[config.mk]
export PLATFORM = sky130hd
export DESIGN_NAME = byte_fifo
export DESIGN_NICKNAME = d
export VERILOG_FILES = /design/src/rtl/byte_fifo.sv
export SDC_FILE = /design/constraint.sdc
export NUM_CORES = 1
export LEC_CHECK = 0
export ABC_CLOCK_PERIOD_IN_PS = 3960
export BUFFER_PORTS_ARGS = -buffer_cell sky130_fd_sc_hd__buf_4
export CORE_ASPECT_RATIO = 1.4
export CORE_MARGIN = 4
export CORE_UTILIZATION = 60
export CTS_BUF_LIST = sky130_fd_sc_hd__clkbuf_2 sky130_fd_sc_hd__clkbuf_4 sky130_fd_sc_hd__clkbuf_8
export CTS_CLUSTER_DIAMETER = 120
export DETAILED_ROUTE_END_ITERATION = 16
export PLACE_DENSITY = 0.87
export SETUP_SLACK_MARGIN = 0.1
export SYNTH_ARGS = -nofsm -noshare
export SYNTH_HDL_FRONTEND = slang
export SYNTH_SLANG_ARGS = --single-unit
[constraint.sdc]
create_clock -name clk -period 3.96 [get_ports clk]
set_input_delay 0.198 -clock clk [delete_from_list [all_inputs] [get_ports clk]]
set_output_delay 0.198 -clock clk [all_outputs]
set_load 0.1 [all_outputs]
[src/rtl/byte_fifo.sv]
// Byte-wide synchronous FIFO with power-of-two depth; pushes into a full
// FIFO are dropped here, the caller decides how to flag them.
module byte_fifo #(
    parameter int unsigned DEPTH = 16
) (
    input  logic                     clk,
    input  logic                     rst,
    input  logic                     push,
    input  logic [7:0]               wdata,
    input  logic                     pop,
    output logic [7:0]               rdata,
    output logic [$clog2(DEPTH):0]   level,
    output logic                     empty,
    output logic                     full,
    output logic                     empty_next_c
);

    localparam int unsigned PTR_W = $clog2(DEPTH);
    localparam int unsigned LVL_W = PTR_W + 1;

    logic [7:0]       mem_q [DEPTH];
    logic [PTR_W-1:0] wptr_q, wptr_d;
    logic [PTR_W-1:0] rptr_q, rptr_d;
    logic [LVL_W-1:0] level_q, level_d;
    logic             push_ok, pop_ok;

    // Next pointer and occupancy; pointers wrap naturally at DEPTH.
    always_comb begin
        push_ok = push && (level_q != LVL_W'(DEPTH));
        pop_ok  = pop && (level_q != '0);
        wptr_d  = wptr_q;
        rptr_d  = rptr_q;
        level_d = level_q;
        if (push_ok) begin
            wptr_d = wptr_q + PTR_W'(1);
        end
        if (pop_ok) begin
            rptr_d = rptr_q + PTR_W'(1);
        end
        if (push_ok && !pop_ok) begin
            level_d = level_q + LVL_W'(1);
        end else if (pop_ok && !push_ok) begin
            level_d = level_q - LVL_W'(1);
        end
    end

    // Pointer and level registers.
    always_ff @(posedge clk) begin
        if (rst) begin
            wptr_q  <= '0;
            rptr_q  <= '0;
            level_q <= '0;
        end else begin
            wptr_q  <= wptr_d;
            rptr_q  <= rptr_d;
            level_q <= level_d;
        end
    end

    // Storage array; contents need no reset since level gates visibility.
    always_ff @(posedge clk) begin
        if (push_ok) begin
            mem_q[wptr_q] <= wdata;
        end
    end

    assign rdata        = mem_q[rptr_q];
    assign level        = level_q;
    assign empty        = (level_q == '0);
    assign full         = (level_q == LVL_W'(DEPTH));
    assign empty_next_c = (level_d == '0);

endmodule

==> metrics.cfg <==
[sta]
finalHoldViolations=0
fmax_mhz=306
slew_violations=0
tns_ns=0
slew_headroom_pct=40.0
setup_viol=0
period_needed_ns=3.27
worst_pin_slew_ns=0.897
fin_ws_ns=0.691
fin_skew_ns=0.00837
rsz0062_at_grt=false
fin_crit_sh_pct=82.5

[final_layout]
final-instance-count-excl-fill=484
n_antenna_cell=0
layout_common_cells=edfxtp_1 (128), mux4_2 (40), buf_4 (29), clkbuf_8 (19), nor2_1 (18)
finalNetCount=358
fillers=573
syn2layout_area_growth_pct=12.9
drive_above_1_share_pct=31.0
final_common_cell=edfxtp_1

[floorplan]
fp.coreArea_um2=9510
start_util_pct=61.6
die_w_um=91.5
rows=42
dieHeight_um=125
die-area_um2=11400
io_pins=28

[clock_network]
clkLatencyLatePin_ns=0.44
postCtsSetupRepairBufs=0
htree_levels=4
clock_sinks=145
cts_buffers=17
cts_resized=0
postCtsHoldBufs=0
cts_tree=done
cts_buffer_depth=2
path_clk_slew_ns=0.07
cts-root-buf=clkbuf_8

[min_path]
hold_path_class=in2reg
whs_endpoint=wptr_q[0]
hp-start=rst
min_path_cells=2

[routing]
drtAntennaViolNets=0
drc=0
top_layer_used=met4
met2WireLength_mm=6.15
routed_wl_mm=11.2
dr.pass1.iters=4
wl_per_cell_um=23.0
vias=2897
via_per_inst=5.99
wl_met3_um=556
drt-met1-wl_mm=4.23
drt-initial-drc-count=242

[synthesis]
synth-async-reset-ratio_pct=0
yosysWarnings=0
syn_inst=305
synth_area_um2=5860
synth_nets=324
synth_cell_type_count=45
synth_edf_count=128
synth_flop_cell=edfxtp_1
ys_ff_latch=145
synth-seq-area-share_pct=71.4
synth.avg_cell_area_um2=19.2

[setup_path]
reg2reg_from=level[0]
cp.arrival_ns=3.07
end_kind=output port
r2r_setup_slack_ns=1.09
start_kind=flop
r2r-end=mem_q[4][5]
required_ns=3.76
crit_type=reg2out
worstRegToRegCells=7
path_max_fanout=14

[status]
status=finished clean

[pwr]
power_density_nw_per_um2=663
vdd_drop_max_mv=0.800
p_leak_nw=2.17

[placement]
dp_hpwl_mm=7.16
place_inst=452
globalplace.congestion=0.821
place_ws_ns=1.12
io_buffers=27

[global_route]
antenna_found_initial=0
grt_pass1_vias=3015
grt_pass1_wl_mm=17.5
grt_max_degree=33
grt-ovfl-total=0
grt_usage_pct=21.4

[flow_run]
drv_cap=0

report_power, final:
group | switching, mW | total [mW] | internal (mW)
clock | 0.538 | 1.27 | 0.731
combinational | 0.869 | 1.33 | 0.458
sequential | 0.0746 | 1.79 | 1.71
total | 1.48 | 4.38 | 2.90
cell type report:
cell class	count	area, um2	share of cell area [%]
Sequential cell	145	4190	63.3
Inverter	7	26.3	0.397
Clock buffer	20	269	4.07
Multi-Input combinational cell	139	1570	23.8
Clock inverter	12	179	2.71
Timing Repair Buffer	29	218	3.29
Tap cell	132	165	2.50
worst max-delay path by stage:
stage | start | to | slack [ns] | depth (start not counted)
CTS | level[0] | empty_next_c | 0.69 | 8
finish | level[0] | empty_next_c | 0.69 | 8
global route | level[0] | empty_next_c | 0.46 | 8
detailed placement | level[0] | mem_q[4][4] | 1.12 | 7
global placement | level[0] | mem_q[4][1] | 1.20 | 7
floorplan | level[0] | empty_next_c | 0.54 | 7
logic make-up after synthesis:
| group | share of synthesized area, % |
|---|---|
| flip-flops | 71.4 |
| AND/OR/NAND/NOR | 6.15 |
| multiplexers | 15.5 |
| buffers and inverters | 1.77 |
| AO/OA/AOI/OAI | 2.16 |
| XOR/XNOR | 1.47 |
| adder cells (fa/ha/maj) | 1.49 |
registers in the layout, indices dropped and copies added, names as in the netlist, named ones only:
signal / flops
level: 5
rptr_q: 4
mem_q: 128
wptr_q: 4
critical path, stage by stage, from the launching register on:
cell       delay [ns]
dfxtp_1          0.47
inv_1            0.13
ha_1             0.27
and4bb_4         0.23
nor2_1           0.68
o2bb2ai_1        0.22
xnor2_1          0.16
and3_1           0.19
buf_4            0.29
metrics by stage:
step | power (mW) | instance area (um2) | utilization [%] | hold WS, ns
4_1_cts | 4.41 | 6610 | 69.5 | 0.0115
6_report | 4.38 | 6610 | 69.5 | 0.0433
3_3_place_gp | 3.13 | 6170 | 64.8 | 0.480
2_1_floorplan | 2.91 | 5860 | - | 0.267
5_1_grt | 4.57 | 6610 | 69.5 | 0.0152
3_5_place_dp | 3.15 | 6170 | 64.8 | 0.488
routing by layer:
| metal | track usage, % | vias up |
|---|---|---|
| met5 | 0 | - |
| met4 | 7.10 | 0 |
| met3 | 5.56 | 17 |
| met2 | 37.3 | 80 |
| met1 | 25.8 | 1500 |
| li1 | - | 1300 |
synthesized netlist by cell type, types with 2 or more instances:
cell      number  share of area [%]
and2_1        13                1.4
buf_1          5               0.32
o21ai_0        3               0.26
xnor2_1        4               0.60
clkbuf_1       2               0.13
nor3_1         3               0.26
a31oi_1        2               0.21
nand4_1        2               0.21
buf_4          4               0.51
nor2_1        18                1.2
inv_1          7               0.45
edfxtp_1     128                 66
a21oi_1        3               0.26
ha_1           7                1.5
nand2_1       10               0.64
dfxtp_1       17                5.8
and4_1         4               0.60
buf_2          2               0.17
xor2_1         4               0.60
nand3_1        3               0.26
mux4_2        40                 15
(Power assumes the default switching activity.)
